$ cat src/rtl/leg_ahb_pkg.sv
// Shared AHB-Lite definitions for the LEG core memory port.
// Covers transfer types, transfer sizes and the bus-master indices.
package leg_ahb_pkg;

    typedef enum logic [1:0] {
        IDLE   = 2'b00,
        BUSY   = 2'b01,
        NONSEQ = 2'b10,
        SEQ    = 2'b11
    } htrans_t;

    localparam logic [2:0] HSIZE_BYTE  = 3'b000;
    localparam logic [2:0] HSIZE_HALF  = 3'b001;
    localparam logic [2:0] HSIZE_WORD  = 3'b010;
    localparam logic [2:0] HSIZE_DWORD = 3'b011;

    localparam int unsigned REQ_I   = 0;
    localparam int unsigned REQ_D   = 1;
    localparam int unsigned REQ_MMU = 2;

    // True for transfers that open a data phase.
    function automatic logic is_active(logic [1:0] t);
        return (t == NONSEQ) || (t == SEQ);
    endfunction

endpackage

$ cat src/rtl/arb_wait_counter.sv
// Per-master wait counter. It saturates at its maximum value and
// flags starvation once the count reaches STARVE_LIMIT.
module arb_wait_counter #(
    parameter int unsigned WAITW        = 5,
    parameter int unsigned STARVE_LIMIT = 16
) (
    input  logic clk,
    input  logic reset,
    input  logic req_i,
    input  logic gnt_i,
    output logic starved_o
);

    logic [WAITW-1:0] count_q, count_d;

    always_comb begin
        count_d = '0;
        if (req_i && !gnt_i) begin
            count_d = (&count_q) ? count_q : count_q + 1'b1;
        end
    end

    always_ff @(posedge clk) begin
        if (reset) begin
            count_q <= '0;
        end else begin
            count_q <= count_d;
        end
    end

    assign starved_o = {{(32 - WAITW){1'b0}}, count_q} >= STARVE_LIMIT;

endmodule

$ cat src/rtl/ahb_master_arbiter.sv
// AHB-Lite arbiter for the three LEG bus masters, with fixed priority MMU > D$ > I$.
// Starvation overrides priority. The address-phase grant and the data-phase owner are tracked separately.
module ahb_master_arbiter
    import leg_ahb_pkg::*;
#(
    parameter int unsigned NREQ         = 3,
    parameter int unsigned STARVE_LIMIT = 16,
    parameter int unsigned WAITW        = 5
) (
    input  logic              clk,
    input  logic              reset,
    input  logic [NREQ-1:0]   req_i,
    input  logic [NREQ*32-1:0] haddr_i,
    input  logic [NREQ*2-1:0] htrans_i,
    input  logic [NREQ-1:0]   hwrite_i,
    input  logic [NREQ*3-1:0] hsize_i,
    input  logic [NREQ*32-1:0] hwdata_i,
    input  logic              HREADY,
    output logic [31:0]       HADDR,
    output logic [1:0]        HTRANS,
    output logic              HWRITE,
    output logic [2:0]        HSIZE,
    output logic [31:0]       HWDATA,
    output logic [NREQ-1:0]   gnt_o,
    output logic [NREQ-1:0]   dready_o,
    output logic              busy_o
);

    typedef enum logic {StIdle, StOwned} state_e;

    state_e          state_q, state_d;
    logic [NREQ-1:0] grant_q, grant_d;
    logic [NREQ-1:0] downer_q, downer_d;
    logic [NREQ-1:0] starved, pool, winner;
    logic            arb_point;

    for (genvar i = 0; i < NREQ; i++) begin : g_wcnt
        arb_wait_counter #(
            .WAITW       (WAITW),
            .STARVE_LIMIT(STARVE_LIMIT)
        ) u_wcnt (
            .clk      (clk),
            .reset    (reset),
            .req_i    (req_i[i]),
            .gnt_i    (grant_q[i]),
            .starved_o(starved[i])
        );
    end

    // Starved requesters form the candidate pool whenever any exist; highest index wins.
    always_comb begin
        pool   = (|(starved & req_i)) ? (starved & req_i) : req_i;
        winner = '0;
        for (int unsigned i = 0; i < NREQ; i++) begin
            if (pool[i]) begin
                winner    = '0;
                winner[i] = 1'b1;
            end
        end
    end

    // HTRANS=IDLE with req held high keeps ownership; only dropping req releases the bus.
    assign arb_point = HREADY && ((state_q == StIdle) || ((grant_q & req_i) == '0));

    always_comb begin
        state_d  = state_q;
        grant_d  = grant_q;
        downer_d = downer_q;
        if (arb_point) begin
            grant_d = winner;
            state_d = (winner != '0) ? StOwned : StIdle;
        end
        if (HREADY) begin
            downer_d = is_active(HTRANS) ? grant_q : '0;
        end
    end

    always_ff @(posedge clk) begin
        if (reset) begin
            state_q  <= StIdle;
            grant_q  <= '0;
            downer_q <= '0;
        end else begin
            state_q  <= state_d;
            grant_q  <= grant_d;
            downer_q <= downer_d;
        end
    end

    always_comb begin
        HADDR  = '0;
        HTRANS = IDLE;
        HWRITE = 1'b0;
        HSIZE  = '0;
        HWDATA = '0;
        for (int unsigned i = 0; i < NREQ; i++) begin
            if (grant_q[i]) begin
                HADDR  = haddr_i[i*32 +: 32];
                HTRANS = htrans_i[i*2 +: 2];
                HWRITE = hwrite_i[i];
                HSIZE  = hsize_i[i*3 +: 3];
            end
            if (downer_q[i]) begin
                HWDATA = hwdata_i[i*32 +: 32];
            end
        end
    end

    assign gnt_o    = grant_q;
    assign dready_o = {NREQ{HREADY}} & downer_q;
    assign busy_o   = (|grant_q) | (|downer_q);

endmodule
$ cat config.mk
export PLATFORM = sky130hd
export DESIGN_NAME = ahb_master_arbiter
export DESIGN_NICKNAME = d
export VERILOG_FILES = /design/src/rtl/leg_ahb_pkg.sv /design/src/rtl/arb_wait_counter.sv /design/src/rtl/ahb_master_arbiter.sv
export SDC_FILE = /design/constraint.sdc
export NUM_CORES = 1
export LEC_CHECK = 0
export ABC_AREA = 1
export CAP_MARGIN = 10
export CORE_AREA = 4 4 111 113
export CTS_BUF_LIST = sky130_fd_sc_hd__clkbuf_8 sky130_fd_sc_hd__clkbuf_16
export DETAILED_ROUTE_END_ITERATION = 8
export DIE_AREA = 0 0 115 117
export PLACE_DENSITY = 0.65
export SYNTH_ARGS = -nofsm -noshare
export SYNTH_HDL_FRONTEND = slang
export SYNTH_SLANG_ARGS = --single-unit
$ cat constraint.sdc
create_clock -name clk -period 1.6 [get_ports clk]
set_input_delay 0.4 -clock clk [delete_from_list [all_inputs] [get_ports clk]]
set_output_delay 0.4 -clock clk [all_outputs]
set_load 0.005 [all_outputs]
# Word level (Yosys, flattened, before mapping)
# Cells that the tools add are included.
# word_totals
output_inout_bits	77
word_cells	63
register_bits	22
inputBits	216
# classes
n_reduce_logical	20
n_bitwise	8
addsub	3
eq_ne	2
muxes	21
magnitude_cmp	3
# ops
operator	n
two-way mux 32 bit	6
two-way mux 3 bit	7
adder 5 x 1 -> 5 bit (second input constant)	3
>= comparator 5 bit (second input constant)	3
AND reduction 5 bit	3
AND 3 bit	3
OR reduction 3 bit	3
two-way mux 2 bit	3
OR reduction 2 bit	3
two-way mux 1 bit	5
== test 2 bit (second input constant)	2
logical AND 1 bit	4
inverter 1 bit	4
logical NOT 1 bit	3
logical NOT 3 bit	1
nonzero test 3 bit	1
logical OR 1 bit	2
OR 1 bit	1

# Longest topological paths before layout
# Gate-level depths: netlist of run 1.
# depth
depth_word	9
ltp_mapped	9

# By module
# Synthesis of run 1 repeated with hierarchy kept, for this count alone.
# hier_totals
cells_unflattened	423
area_unflattened_um2	2693.8
# modules_own_cells
mod	cells_per_inst	n_inst	area_each_um2
ahb_master_arbiter	312	1	1875.5
arb_wait_counter	37	3	272.8

# Least setup slack after synthesis of run 1
# No wires, ideal clock.
# synth_timing
path_type	reg2out
start	reg grant_q[1] (netlist: gnt_o[1])
end	out HADDR[10]
arrival_time_ns	1.022
slack_ns	0.178
n_path_buf	3
required_ns	1.200
path_stages_with_launch	7
cell_sequence	dfxtp_1 > buf_4 > nor2_4 > buf_6 > buf_12 > a22oi_2 > o21ai_1
# synth_between
elab_chain_cells	2
# synth_lines
element	line_no	text
start: declaration	ahb_master_arbiter.sv:32	logic [NREQ-1:0] grant_q, grant_d;
start signal: assignment	ahb_master_arbiter.sv:85	grant_q <= grant_d;
two-way mux 32 bit (2 in a row)	ahb_master_arbiter.sv:97	if (grant_q[i]) begin
end: declaration	ahb_master_arbiter.sv:19	output logic [31:0] HADDR,
# Every way passes these cells.

# Worst setup path in the final report of run 1
# layout_timing
start	reg downer_q[1]
end	out HWDATA[16]
# layout_between
elab_chain_cells	2
# layout_lines
element	line_no	text
start: declaration	ahb_master_arbiter.sv:33	logic [NREQ-1:0] downer_q, downer_d;
start signal: assignment	ahb_master_arbiter.sv:86	downer_q <= downer_d;
two-way mux 32 bit (2 in a row)	ahb_master_arbiter.sv:103	if (downer_q[i]) begin
end: declaration	ahb_master_arbiter.sv:23	output logic [31:0] HWDATA,
# Every way passes these cells.

==> qor.txt, run 1 <==
Status: finished, violations left
Failing checks: setup timing
Number of buffers created by CTS: 3
Port Buffers: 292
Ranking of synthesized cells by area: dfxtp_1 17%, nand2_1 15%, a22oi_2 14%
Worst path max stage delay: 0.36 ns
Worst slew margin: 85.0%
Critical Path Start Type: flop
Sw frac: 28.8%
Gr usage total: 22.1%
Die area: 13,500 sq um
Top cell type's share of synthesized area: 16.9%
Pwr/cell area: 404 nW/um^2
Seq pwr share: 22.4%
Pre-CTS WS: -0.545 ns
Levels on crit path: 6
Row count: 39
Final Cell Area: 6470 sq um
Final nets: 949
Net Sw Power: 754 uW
Syn Inst Count: 396
Hold path depth: 2
H-Tree Depth: 1
Via count: 4,233
Pins Over Slew Limit: 0
Final Non-Filler Cells: 869
Diode count: 0
Global route overflow: 0
Fmax: 547 MHz
Layout Skew: 0.00316 ns
Hold Crit Class: flop to flop
Worst-path cell chain: nor2_4 -> buf_6 -> buf_12 -> a22oi_2 -> o21ai_1 -> buf_2
Critical path class: flop to output pin
Delay-heaviest family, CP: buffers and inverters
DRT Pass-1 Iters: 4
Detailed placer's ending HPWL: 12,100 microns
Combinational Power Share: 55.4%
Yosys top cell by area: dfxtp_1
Wire per inst: 19.2 microns
Seq cells post-synth: 22
Synth-to-Final Area Change: 148%
R2R cell count: 10
Number of max-cap violations: 0
Tot Pwr: 2620 uW
Synth unique cells: 27
Critical path required time: 1.20 ns
CP max-delay cell: dfxtp_4
Clk root buf: clkbuf_16
Iteration-0 DRC Markers: 223
Internal power: 1860 uW
Synth warn: 0
Worst setup margin: -0.226 ns
Vias in the first global route: 4,112
Clk pwr share: 22.2%
Core area: 11,300 sq um
Arr. time, crit path: 1.43 ns
Final critical-path share of the clock period: 114%
RSZ-0062 raised after global routing: true
WP buf/inv: 3
Longest Clk Path Bufs: 2
GPL Wtd Cong: 0.960
Tmin final: 1.83 ns
I/O Pins: 293
Syn_nets: 618
Clock Latency Late Sink: 0.26 ns
Ratio of cells with drive above 1 in the final layout: 34.0%
Peak supply drop: 0.515 mV
Post-Route WL: 16,700 microns
CP Max Fanout: 8
Setup slack, reg-to-reg: 0.12 ns
Die W: 115 microns
Vias per inst: 4.87
Placed instance count: 826
First-pass GRT wire length: 23,100 microns
Syn_area_per_cell: 6.59 sq um
Post-synthesis sequential area ratio: 16.9%
Initial Utilization: 23.1%
Critical path endpoint category: output pin
Area post-placement: 5860 sq um
Clock Pin Slew Worst Setup and Hold Paths: 0.06 ns
Setup TNS: -11.45 ns
Worst-Margin Slew: 0.222 ns
CTS tree: yes
Leakage: 0.00258 uW
Syn Std Cell Area: 2610 sq um
Antenna viol nets, final: 0
Largest net degree at the start of global routing: 43
CTS Sinks: 22
Drt drc: 0
Layout fillers: 1,073
Die H: 117 microns
Final Setup Violations: 71
Initial antenna violation count: 0
Fin. Hold Viols: 0
cell usage after synthesis (all sizes together):
cell type and count:
a211oi 1, a21oi 17, a22oi 69, a31oi 2, buf 23, clkbuf 12
dfxtp 22, ha 6, inv 26, nand2 107, nand3 5, nand4 3
nor2 10, nor3 16, o21ai 75, o21bai 1, xor2 1
sequential cells by signal, summed over array words and instances, names as in the netlist:
signal / count
downer_q: 3
g_wcnt.u_wcnt.count_q: 15
gnt_o: 3
state_q: 1
cells in the final DEF, fill, tap and decap left out, types with 5 or more instances in the layout:
cell type / instances
o21ai_1: 61
a22oi_2: 67
dlygate4sd2_1: 6
nand3_1: 5
dfxtp_1: 12
nor2_1: 8
buf_6: 15
o21ai_0: 6
nand2_1: 104
a21oi_1: 17
inv_1: 23
buf_4: 29
clkdlybuf4s50_1: 214
buf_2: 70
ha_2: 5
buf_16: 6
o21ai_2: 8
dfxtp_2: 6
nor3_1: 12
buf_12: 12
routing by layer:
layer  up-vias  track usage [%]  share of wire [%]
li1       2080                -                  -
met1      1963             26.7                 39
met2       159             41.0                 52
met3        31             3.55                6.4
met4         0             4.93                2.2
met5         -                0                  0
tightest hold or removal path: stages, from the launching register on:
cell and delay, ns:
dfxtp_1 0.32, nand2_1 0.06, a21oi_1 0.05
metrics by stage:
step | utilization, % | hold WS, ns
finish | 57.1 | 0.486
global route | 57.1 | 0.516
CTS | 55.6 | 0.484
detailed placement | 51.8 | 0.475
global placement | 51.8 | 0.453
floorplan | - | 0.439
area by class of cell:
cell class	count	area (sq um)	area share (%)
inverter	26	97.6	1.51
timing repair buffer	361	3550	54.8
multi-input combinational	313	2090	32.4
sequential	22	463	7.16
tap	143	179	2.77
clock buffer	4	88.8	1.37
final timing paths:
| check | startpoint | to |
|---|---|---|
| worst max-delay path | downer_q[1] | HWDATA[16] |
| worst min-delay path | g_wcnt[1].u_wcnt.count_q[4] | g_wcnt[1].u_wcnt.count_q[4] |
| worst max register to register | gnt_o[1] | downer_q[0] |
| worst min register to register | g_wcnt[1].u_wcnt.count_q[4] | g_wcnt[1].u_wcnt.count_q[4] |
timing repair:
item / 4_1_cts / 5_1_grt
gates resized for setup: 363 / 60
setup buffers: 18 / 12
pin swaps: 27 / 49
cloned: 12 / 1
setup endpoints to repair: 78 / 79
hold buffers: 0 / 0
cell families (layout without fill, tap and decap cells):
| group | after synthesis | count (layout) | synth area share [%] |
|---|---|---|---|
| buffers and inverters | 61 | 391 | 12.6 |
| adder cells (fa/ha/maj) | 6 | 6 | 2.87 |
| XOR/XNOR | 1 | 1 | 0.335 |
| AO/OA/AOI/OAI | 165 | 165 | 45.1 |
| flip-flops | 22 | 22 | 16.9 |
| AND/OR/NAND/NOR | 141 | 141 | 22.2 |
power groups by stage:
stage	sequential [uW]	clock [uW]	combinational, uW
global placement	597	0	1330
detailed placement	598	0	1350
global route	589	631	1550
CTS	585	609	1410
floorplan	589	0	364
finish	586	581	1450
Note: power is estimated with default switching activity, not from simulation.
==> run 2, diff against run 1 <==
- CAP_MARGIN: 10 -> unset
- CTS_CLUSTER_SIZE: unset -> 8
==> results of run 2 <==
Same layout as run 1: the final DEF is identical, and so are final timing and power.
